`config.mk`:
```
export PLATFORM = sky130hd
export DESIGN_NAME = multicycle_control
export DESIGN_NICKNAME = d
export VERILOG_FILES = /design/src/rtl/multicycle_control.sv
export SDC_FILE = /design/constraint.sdc
export NUM_CORES = 1
export LEC_CHECK = 0
export ABC_AREA = 0
export CAP_MARGIN = 20
export CELL_PAD_IN_SITES_DETAIL_PLACEMENT = 0
export CELL_PAD_IN_SITES_GLOBAL_PLACEMENT = 1
export CORE_ASPECT_RATIO = 0.9
export CORE_UTILIZATION = 43
export CTS_BUF_LIST = sky130_fd_sc_hd__clkbuf_4
export DETAILED_ROUTE_END_ITERATION = 6
export GPL_ROUTABILITY_DRIVEN = 0
export GPL_TIMING_DRIVEN = 0
export PLACE_DENSITY = 0.95
export SYNTH_ARGS = -nofsm -noshare
export SYNTH_HDL_FRONTEND = slang
export SYNTH_SLANG_ARGS = --single-unit
```
`constraint.sdc`:
```
create_clock -name clk -period 3.5 [get_ports clk]
set_input_delay 0.7 -clock clk [delete_from_list [all_inputs] [get_ports clk]]
set_output_delay 0.7 -clock clk [all_outputs]
set_load 0.03 [all_outputs]
```
`src/rtl/multicycle_control.sv`:
```
// Multicycle MIPS control FSM: sequences fetch/decode/execute/memory/writeback
// over a shared memory, ALU and register file, with a memory-ready watchdog.
module multicycle_control #(
   parameter int WAIT_LIMIT = 15
) (
   input  logic       clk,
   input  logic       reset,
   input  logic [5:0] opcode_i,
   input  logic       zero_i,
   input  logic       mem_ready_i,
   output logic       pc_write_o,
   output logic       iord_o,
   output logic       mem_read_o,
   output logic       mem_write_o,
   output logic       ir_write_o,
   output logic       reg_dst_o,
   output logic       mem_to_reg_o,
   output logic       reg_write_o,
   output logic       alu_src_a_o,
   output logic [1:0] alu_src_b_o,
   output logic [2:0] alu_op_o,
   output logic       pc_src_o,
   output logic [3:0] state_o,
   output logic       error_o
);

   typedef enum logic [3:0] {
      FETCH     = 4'd0,
      DECODE    = 4'd1,
      MEM_ADDR  = 4'd2,
      MEM_READ  = 4'd3,
      MEM_WB    = 4'd4,
      MEM_WRITE = 4'd5,
      R_EXEC    = 4'd6,
      R_WB      = 4'd7,
      I_EXEC    = 4'd8,
      I_WB      = 4'd9,
      BRANCH    = 4'd10,
      ERROR     = 4'd15
   } state_t;

   localparam logic [5:0] OP_R    = 6'b000000;
   localparam logic [5:0] OP_ADDI = 6'b001000;
   localparam logic [5:0] OP_ORI  = 6'b001101;
   localparam logic [5:0] OP_LW   = 6'b100011;
   localparam logic [5:0] OP_SW   = 6'b101011;
   localparam logic [5:0] OP_BEQ  = 6'b000100;
   localparam logic [5:0] OP_BNE  = 6'b000101;
   localparam logic [7:0] LIMIT   = 8'(WAIT_LIMIT);

   state_t     state, state_nxt;
   logic [7:0] wait_cnt;
   logic [5:0] op_q;
   logic       waiting;

   assign waiting = (state == FETCH) || (state == MEM_READ) || (state == MEM_WRITE);
   assign state_o = state;

   always_ff @(posedge clk or posedge reset) begin
      if (reset) begin
         state    <= FETCH;
         wait_cnt <= 8'd0;
         op_q     <= 6'd0;
      end else begin
         state <= state_nxt;
         if (state_nxt != state)
            wait_cnt <= 8'd0;
         else if (waiting && !mem_ready_i)
            wait_cnt <= wait_cnt + 8'd1;
         if (state == DECODE)
            op_q <= opcode_i;
      end
   end

   always_comb begin
      state_nxt    = state;
      pc_write_o   = 1'b0;
      iord_o       = 1'b0;
      mem_read_o   = 1'b0;
      mem_write_o  = 1'b0;
      ir_write_o   = 1'b0;
      reg_dst_o    = 1'b0;
      mem_to_reg_o = 1'b0;
      reg_write_o  = 1'b0;
      alu_src_a_o  = 1'b0;
      alu_src_b_o  = 2'b00;
      alu_op_o     = 3'b000;
      pc_src_o     = 1'b0;
      error_o      = 1'b0;

      // Stall states share the watchdog: ready wins over an expired count.
      if (waiting && !mem_ready_i && wait_cnt >= LIMIT)
         state_nxt = ERROR;

      case (state)
         FETCH: begin
            mem_read_o  = 1'b1;
            alu_src_b_o = 2'b01;
            if (mem_ready_i) begin
               ir_write_o = 1'b1;
               pc_write_o = 1'b1;
               state_nxt  = DECODE;
            end
         end
         DECODE: begin
            alu_src_b_o = 2'b11;
            case (opcode_i)
               OP_R:            state_nxt = R_EXEC;
               OP_ADDI, OP_ORI: state_nxt = I_EXEC;
               OP_LW, OP_SW:    state_nxt = MEM_ADDR;
               OP_BEQ, OP_BNE:  state_nxt = BRANCH;
               default:         state_nxt = ERROR;
            endcase
         end
         MEM_ADDR: begin
            alu_src_a_o = 1'b1;
            alu_src_b_o = 2'b10;
            state_nxt   = (op_q == OP_LW) ? MEM_READ : MEM_WRITE;
         end
         MEM_READ: begin
            iord_o     = 1'b1;
            mem_read_o = 1'b1;
            if (mem_ready_i) state_nxt = MEM_WB;
         end
         MEM_WB: begin
            mem_to_reg_o = 1'b1;
            reg_write_o  = 1'b1;
            state_nxt    = FETCH;
         end
         MEM_WRITE: begin
            iord_o      = 1'b1;
            mem_write_o = 1'b1;
            if (mem_ready_i) state_nxt = FETCH;
         end
         R_EXEC: begin
            alu_src_a_o = 1'b1;
            alu_op_o    = 3'b010;
            state_nxt   = R_WB;
         end
         R_WB: begin
            reg_dst_o   = 1'b1;
            reg_write_o = 1'b1;
            state_nxt   = FETCH;
         end
         I_EXEC: begin
            alu_src_a_o = 1'b1;
            alu_src_b_o = 2'b10;
            alu_op_o    = (op_q == OP_ORI) ? 3'b011 : 3'b000;
            state_nxt   = I_WB;
         end
         I_WB: begin
            reg_write_o = 1'b1;
            state_nxt   = FETCH;
         end
         BRANCH: begin
            alu_src_a_o = 1'b1;
            alu_op_o    = 3'b001;
            pc_src_o    = 1'b1;
            pc_write_o  = ((op_q == OP_BEQ) & zero_i) | ((op_q == OP_BNE) & ~zero_i);
            state_nxt   = FETCH;
         end
         ERROR: begin
            error_o   = 1'b1;
            state_nxt = ERROR;
         end
         default: state_nxt = ERROR;
      endcase

      // Strobes drop the instant reset rises, not at the next edge.
      if (reset) begin
         pc_write_o   = 1'b0;
         iord_o       = 1'b0;
         mem_read_o   = 1'b0;
         mem_write_o  = 1'b0;
         ir_write_o   = 1'b0;
         reg_dst_o    = 1'b0;
         mem_to_reg_o = 1'b0;
         reg_write_o  = 1'b0;
         alu_src_a_o  = 1'b0;
         alu_src_b_o  = 2'b00;
         alu_op_o     = 3'b000;
         pc_src_o     = 1'b0;
         error_o      = 1'b0;
      end
   end

endmodule

```
## Yosys cells after proc, flatten, opt, wreduce, memory -nomap -nowiden

Index checks and enable logic that the tools add are counted.

| cells by class | value |
|---|---|
| add/subtract/negate cells | 1 |
| magnitude comparators | 1 |
| eq/ne operators | 22 |
| multiplexer cells | 37 |
| bitwise logic cells | 4 |
| reduce and logical (&&, ||, !) cells | 17 |

Operators with widths:

| kind | count |
|---|---|
| 4-bit one-hot mux with 8 select lines | 1 |
| 6-bit by 3-bit equality test with 1-bit output (second input constant) | 4 |
| 1-bit two-way mux | 22 |
| 6-bit by 4-bit equality test with 1-bit output (second input constant) | 3 |
| 6-bit equality test (second input constant) | 3 |
| 4-bit by 3-bit equality test with 1-bit output (second input constant) | 4 |
| 4-bit equality test (second input constant) | 4 |
| 4-bit two-way mux | 4 |
| 8-bit two-way mux | 2 |
| 4-bit one-hot mux with 4 select lines | 1 |
| 2-bit one-hot mux with 3 select lines | 2 |
| 2-bit OR reduction | 6 |
| 8-bit by 1-bit adder with 8-bit output (second input constant) | 1 |
| 4-bit by 2-bit equality test with 1-bit output (second input constant) | 2 |
| 8-bit by 4-bit greater-or-equal comparator with 1-bit output (second input constant) | 1 |
| 4-bit OR reduction | 2 |
| 6-bit logical NOT | 1 |
| 3-bit two-way mux | 2 |
| 4-bit by 1-bit equality test with 1-bit output (second input constant) | 1 |
| 4-bit logical NOT | 1 |
| 2-bit two-way mux | 2 |
| 4-bit inequality test | 1 |
| 3-bit OR reduction | 1 |
| 1-bit bitwise AND | 2 |
| 7 further kinds | 9 |

| storage, ports and cells | value |
|---|---|
| register bits after elaboration | 18 |
| input bits | 10 |
| output and inout port bits | 20 |
| word-level logic and storage cells | 85 |

## Depth between registers and ports, before layout

Gate-level depths: netlist of run 1.

| logic depth | value |
|---|---|
| depth in word-level cells | 10 |
| depth in mapped cells | 8 |
| depth with buffers taken out | 7 |

## Least setup slack after synthesis of run 1

Ideal clock, no wire load.

| timing path | value |
|---|---|
| kind | reg2out |
| start | register state[1] (netlist: state_o[1]) |
| end | output iord_o |
| arrival | 2.498 ns |
| data required time | 2.800 ns |
| slack | 0.302 ns |
| stages on the path, launching flop included | 6 |
| path buffers | 3 |
| cells stage by stage | dfrtp_1 -> buf_2 -> buf_1 -> clkbuf_1 -> xnor2_1 -> nor4b_1 |

| on the way | value |
|---|---|
| cells in the longest elaborated chain, start to end | 4 |
| elaborated cells on any way between the ends | 5 |
| those cells by class | eq/ne (2); mux (2); reduce/logical (1) |

RTL lines:

| item | RTL line | text |
|---|---|---|
| from (decl) | 51 | `state_t state, state_nxt;` |
| from (signal assigned) | 65 | `state <= state_nxt;` |
| 4-bit by 2-bit equality test with 1-bit output or 4-bit by 3-bit equality test with 1-bit output (tied branches) | 95 | `case (state)` |
| 2-bit OR reduction (no source line) (*) | - |  |
| 1-bit two-way mux (*) | 95 |  |
| 1-bit two-way mux (*) | 170 | `if (reset) begin` |
| to (decl) | 12 | `output logic iord_o,` |

Mark *: on every way between the ends. The rest lies on a longest branch, timed or not.

## Worst setup path after layout of run 1

| timing path | value |
|---|---|
| start | register state[3] (netlist: state_o[3]) |
| end | output alu_op_o[1] |

| on the way | value |
|---|---|
| cells in the longest elaborated chain, start to end | 3 |
| elaborated cells on any way between the ends | 5 |
| those cells by class | eq/ne (3); mux (2) |

RTL lines:

| item | RTL line | text |
|---|---|---|
| 4-bit equality test or 4-bit by 3-bit equality test with 1-bit output (tied branches) | 95 |  |
| 2-bit one-hot mux with 3 select lines (*) | 95 |  |
| 3-bit two-way mux (*) | 170 |  |
| to (decl) | 21 | `output logic [2:0] alu_op_o,` |

Marked as above.

==> impl_metrics.ini, run 1 <==
[run_status]
status = finished, final reports clean

[layout]
layoutNonFillerInstCount = 242
final_core_util_pct = 58.13
multiInputGateArea_sq_um = 952.2
final_layout_size_suffix_gt1_share_pct = 14.00
regArea_sq_um = 450.4
layout.cells.most_common_list = clkdlybuf4s50_1 (28), dfrtp_1 (18), nor3_1 (17)
n_antenna_cell = 0
most_common_cell_after_layout_fill_and_taps_aside = clkdlybuf4s50_1
nets = 212
area_growth_pct = 23.86
number_of_fill_cells_in_the_layout = 288

[yosys]
yosysUniqueCellTypes = 52
post_synth_design_cell_area_sq_um = 1484
syn_area_per_cell_sq_um = 8.729
synth_top_flop_cell = dfrtp_1
synth-edff-count = 0
syn-instance-count = 170
synthesis.nets = 181
synth-seq-area-share_pct = 30.35
ys.warnings.count = 0
ys_seq_elements = 18
synthArstFlopShare_pct = 100.0

[critical_path]
crit_path_max_fanout = 10
worstPathBufferInverterCount = 2
crit_family = buffers and inverters
worst_path_cell_chain = buf_2, nor2b_1, nand4_1, nor2_1, a21oi_1, nor3_1, clkdlybuf4s50_1
r2r_cells = 7
timing.rr.start = state_o[1]
critical-path-slowest-cell = clkdlybuf4s50_1
critical_path_required_ns = 2.80
worst-setup-path-type = reg -> out
slowest_delay_ns = 0.69
worst-endpoint-arrival_ns = 2.61
worst-r2r-setup-slack_ns = 0.97
cp_capture_type = output port
crit_path_start_kind = register
reg2reg_to = wait_cnt[5]

[grt]
grt_pass1_wl_mm = 6.161
initial_antenna_violation_count = 0
track_usage_pct = 21.23
vias_in_the_first_global_route = 1345
grt_max_degree = 19
globalRouteOverflowTotal = 0

[placement]
placement.io_buffers = 28
dp.cells = 240
pre_cts_ws_ns = 0.2855
dp.final_hpwl_mm = 2.829

[min_path]
hp-class = reg -> reg
worst_hold_startpoint = op_q[2]
hold_end = op_q[2]
holdPathStages = 1

[flow_run]
cap_violations = 0

[floorplan]
core-area_sq_um = 3162
core.rowCount = 19
die_w_um = 63.92
die_y_um = 57.73
ios = 30
start_util_pct = 46.93
floorplan.die_area_sq_um = 3690

[timing]
timing.slew.headroom_pct = 52.63
period_utilization_pct = 94.53
timing.final.max_slew_violations = 0
final-setup-viol-count = 0
post-route-min-period_ns = 3.308
achievable-frequency_mhz = 302.3
setup_slack_ns = 0.1916
worst_slew_pin_slew_ns = 0.7098
fin_tns_setup_ns = 0
setup_repair_after_global_routing_missed_its_margin = false
finalHoldViolations = 0
hold_slack_ns = 0.5483
finClkSkew_ns = 0.005034

[clock_network]
ctsHtreeMaxLevel = 1
postCtsHoldBufs = 0
clk_pin_slew_worst_paths_ns = 0.10
numClockSinks = 18
insertion_delay_ns = 0.29
tritoncts = done
clock_tree.root_cell = clkbuf_4
ctsLongestPathBuffers = 2
cts_buffers = 3

[drt]
drt_iter0_drc = 79
route.vias.total = 1387
antenna_violating_nets_post_route = 0
routed_wire_length_per_instance_um = 14.83
wirelength_routed_mm = 3.588
viasPerCell = 5.731
drt-pass1-iter-count = 4
drcViolationCount = 0

[power]
p_leak_nw = 0.7468
power-per-cell-area_nw_per_um2 = 186.9
vdd_drop_max_uv = 223.1
-- registers in the layout (all words and copies together), names as in the netlist --
signal    flops
op_q          6
state_o       4
wait_cnt      8
-- power by group --
| group | switching [mW] | internal, mW |
|---|---|---|
| clock network | 0.0632 | 0.0415 |
| logic | 0.0177 | 0.0134 |
| registers | 0 | 0.208 |
-- logic make-up after synthesis --
family / Yosys count / share of synthesized area [%]
xor gates and xnor gates: 12 / 7.589
DFF: 18 / 30.35
and+or+nand+nor: 77 / 29.34
other: 1 / 0.2527
AOI/OAI and AO/OA: 33 / 17.88
muxes: 10 / 8.263
adders and majority gates: 1 / 0.8430
buffers and inverters: 18 / 5.481
-- cells in the mapped netlist, drive strengths merged (2+ instances only) --
cell type / count / area [sq um]
a22o: 2 / 17.52
nor2: 14 / 52.55
nand2: 12 / 45.04
xnor2: 8 / 70.07
inv: 6 / 22.52
mux2i: 2 / 32.53
buf: 7 / 40.04
nor4: 3 / 18.77
a21oi: 6 / 30.03
o21ai: 7 / 35.03
dfrtp: 18 / 450.4
nor2b: 2 / 12.51
nor3: 17 / 85.08
nand3: 5 / 25.02
and3: 4 / 25.02
and2: 3 / 18.77
o22ai: 3 / 25.02
xor2: 4 / 42.55
nand2b: 3 / 18.77
o31ai: 2 / 28.78
o211a: 2 / 20.02
mux2: 8 / 90.09
nand4: 3 / 18.77
nor4b: 6 / 73.81
clkbuf: 5 / 18.77
-- what timing repair did --
action,CTS,global route
endpoints found under the hold margin,0,0
pin swaps,0,0
buffers inserted,0,0
endpoints found under the setup margin,1,4
gates resized for setup,1,2
-- how the worst max path moves through the flow --
| stage | startpoint | end | slack [ns] | cells past startpoint |
|---|---|---|---|---|
| after floorplan | state_o[1] | iord_o | 0.30 | 5 |
| after global placement | state_o[0] | alu_src_b_o[1] | 0.39 | 8 |
| after detailed placement | state_o[1] | iord_o | 0.29 | 6 |
| after CTS | state_o[1] | iord_o | 0.08 | 6 |
| after global routing | state_o[3] | alu_op_o[1] | 0.02 | 7 |
| final | state_o[3] | alu_op_o[1] | 0.19 | 7 |
-- metal layers --
layer / vias up / wire length (um) / global-route usage [%]
met5: - / 0 / 0
li1: 676 / - / -
met1: 654 / 1600 / 29.25
met2: 49 / 1712 / 34.50
met3: 8 / 222 / 3.740
met4: 0 / 53 / 5.844
-- final cells by class --
cell class | count | share of cell area (%)
Clock buffer | 3 | 1.225
Timing Repair Buffer | 28 | 15.25
Clock inverter | 1 | 0.2042
Buffer | 10 | 2.927
Inverter | 6 | 1.225
Sequential cell | 18 | 24.51
Multi-Input combinational cell | 134 | 51.80
Tap cell | 42 | 2.859
-- metrics by stage --
step	total power, mW	area (sq um)
2_1_floorplan	0.2252	1484
3_3_place_gp	0.2422	1817
3_5_place_dp	0.2430	1817
4_1_cts	0.3475	1844
5_1_grt	0.3617	1838
6_report	0.3436	1838
Note: power is estimated with default switching activity, not from simulation.
==> run 2, diff against run 1 <==
--- a/config.mk
+++ b/config.mk
@@ -9,7 +9,7 @@
 export CAP_MARGIN = 20
 export CELL_PAD_IN_SITES_DETAIL_PLACEMENT = 0
 export CELL_PAD_IN_SITES_GLOBAL_PLACEMENT = 1
-export CORE_ASPECT_RATIO = 0.9
+export CORE_ASPECT_RATIO = 2
 export CORE_UTILIZATION = 43
 export CTS_BUF_LIST = sky130_fd_sc_hd__clkbuf_4
 export DETAILED_ROUTE_END_ITERATION = 6
@@ -19,3 +19,4 @@
 export SYNTH_ARGS = -nofsm -noshare
 export SYNTH_HDL_FRONTEND = slang
 export SYNTH_SLANG_ARGS = --single-unit
+export TNS_END_PERCENT = 20
==> impl_metrics.ini, run 2 (synthesis gave the netlist of run 1 again) <==
[critical_path]
worst-setup-path-type = reg -> out
crit_family = buffers and inverters
worstPathBufferInverterCount = 4
crit_path_max_fanout = 10
slowest_delay_ns = 0.73
worst_path_cell_chain = buf_2, buf_1, clkbuf_2, xnor2_1, nor4b_1, clkdlybuf4s50_1
cp_capture_type = output port
timing.rr.start = state_o[0]
critical-path-slowest-cell = clkdlybuf4s50_1
critical_path_required_ns = 2.80
crit_path_start_kind = register
setup.worst_path.start = state_o[1]
worst-endpoint-arrival_ns = 2.66

[placement]
placement.io_buffers = 28
dp.final_hpwl_mm = 3.063
dp.cells = 229
detailed_place.area_sq_um = 1803

[power]
p_comb_share_pct = 9.4
netSwitchingPower_uw = 78.26
intPower_uw = 262.6
p_leak_nw = 0.7475
power-per-cell-area_nw_per_um2 = 186.3
fin_total_pwr_uw = 340.9
power.share.switching_pct = 22.96
seq_power_share_pct = 61.0
vdd_drop_max_uv = 228.2
clkPwrFrac_pct = 29.6

[timing]
finClkSkew_ns = 0.001704
post-route-min-period_ns = 3.363
worst_slew_pin_slew_ns = 0.6788
fin_tns_setup_ns = 0
timing.slew.headroom_pct = 54.69
timing.final.max_slew_violations = 0
setup_repair_after_global_routing_missed_its_margin = false
period_utilization_pct = 96.09
final-setup-viol-count = 0
achievable-frequency_mhz = 297.3
finalHoldViolations = 0

[floorplan]
core.rowCount = 29
start_util_pct = 45.95
ios = 30
die_y_um = 85.08
die_w_um = 43.54
core-area_sq_um = 3229
floorplan.die_area_sq_um = 3704

[clock_network]
tritoncts = done
clk_pin_slew_worst_paths_ns = 0.09
clock_tree.root_cell = clkbuf_4
ctsHtreeMaxLevel = 1
numClockSinks = 18
cts_buffers = 3
ctsLongestPathBuffers = 2
insertion_delay_ns = 0.29
postCtsHoldBufs = 0

[flow_run]
cap_violations = 0

[drt]
routed_wire_length_per_instance_um = 16.41
wirelength_routed_mm = 3.806
viasPerCell = 6.237
drcViolationCount = 4
antenna_violating_nets_post_route = 0
route.vias.total = 1447
drt-pass1-iter-count = 6
drt_iter0_drc = 35

[run_status]
status = complete, but fails checks
violations = design-rule violations

[grt]
globalRouteOverflowTotal = 0
grt_pass1_wl_mm = 6.423
grt_max_degree = 19
vias_in_the_first_global_route = 1468
track_usage_pct = 22.24
initial_antenna_violation_count = 0

[layout]
largest_register = wait_cnt
largest_register_ff_count = 8
final_core_util_pct = 56.64
n_antenna_cell = 0
layoutNonFillerInstCount = 232
area_growth_pct = 23.27
most_common_cell_after_layout_fill_and_taps_aside = clkdlybuf4s50_1
stdcell_area_sq_um = 1829
final_layout_size_suffix_gt1_share_pct = 13.93
layout.cells.most_common_list = clkdlybuf4s50_1 (28), dfrtp_1 (18), nor3_1 (17)
nets = 213

[min_path]
worst_hold_startpoint = op_q[4]
hp-class = reg -> reg
[run 2: cell count changes in the layout (fill, tap and decap cells not counted), sizes merged]
cell  before  now
buf        6    7
[run 2: power by group through the flow]
stage / Combinational [mW] / Sequential (mW) / Clock [mW]
detailed placement: 0.0320 / 0.212 / 0
CTS: 0.0321 / 0.208 / 0.107
floorplan: 0.0133 / 0.212 / 0
global placement: 0.0310 / 0.212 / 0
global route: 0.0346 / 0.208 / 0.114
finish: 0.0322 / 0.208 / 0.101
[run 2: layer usage]
layer	wire length (um)	GRT usage [%]	part of all wire, %
met1	1339	21.72	35
met2	2232	43.42	59
met3	84	1.064	2.2
met4	149	11.36	3.9
met5	0	0	0
[run 2: worst reg2reg max path, cell delays in order (launching register included)]
cell,delay [ns]
dfrtp_1,0.39
buf_4,0.21
xor2_2,0.28
a2bb2oi_4,0.35
o22ai_2,0.17
or4_4,0.59
mux2i_4,0.31
nor3_1,0.11
[run 2: path summary, 6_finish.rpt]
path	endpoint	cells past startpoint	slack (ns)
worst max-delay path	iord_o	6	0.14
worst min-delay path	op_q[4]	1	0.54
worst max register to register	wait_cnt[6]	7	0.96
worst min register to register	op_q[4]	1	0.54
max in group asynchronous	state_o[2]	3	1.92
min in group asynchronous	op_q[3]	3	1.15
[run 2: what timing repair did]
action,CTS,global route
setup endpoints to repair,0,5
setup buffers,0,0
endpoints found under the hold margin,0,0
resized for setup,0,3
[run 2: final cells by class]
type | instances | area (sq um)
fill | 303 | 1400
sequential | 18 | 450.4
multi-input combinational | 134 | 954.7
tap | 31 | 38.79
clock inverter | 1 | 3.754
timing repair buffer | 28 | 280.3
buffer | 11 | 56.30
inverter | 6 | 22.52
clock buffer | 3 | 22.52
[run 2: per-stage QoR]
| stage | setup WS, ns | hold slack (ns) |
|---|---|---|
| global placement | 0.3647 | 0.5132 |
| finish | 0.1368 | 0.5441 |
| detailed placement | 0.3098 | 0.5221 |
| CTS | 0.01837 | 0.5466 |
| floorplan | 0.3024 | 0.4949 |
| global route | 0.01697 | 0.5687 |
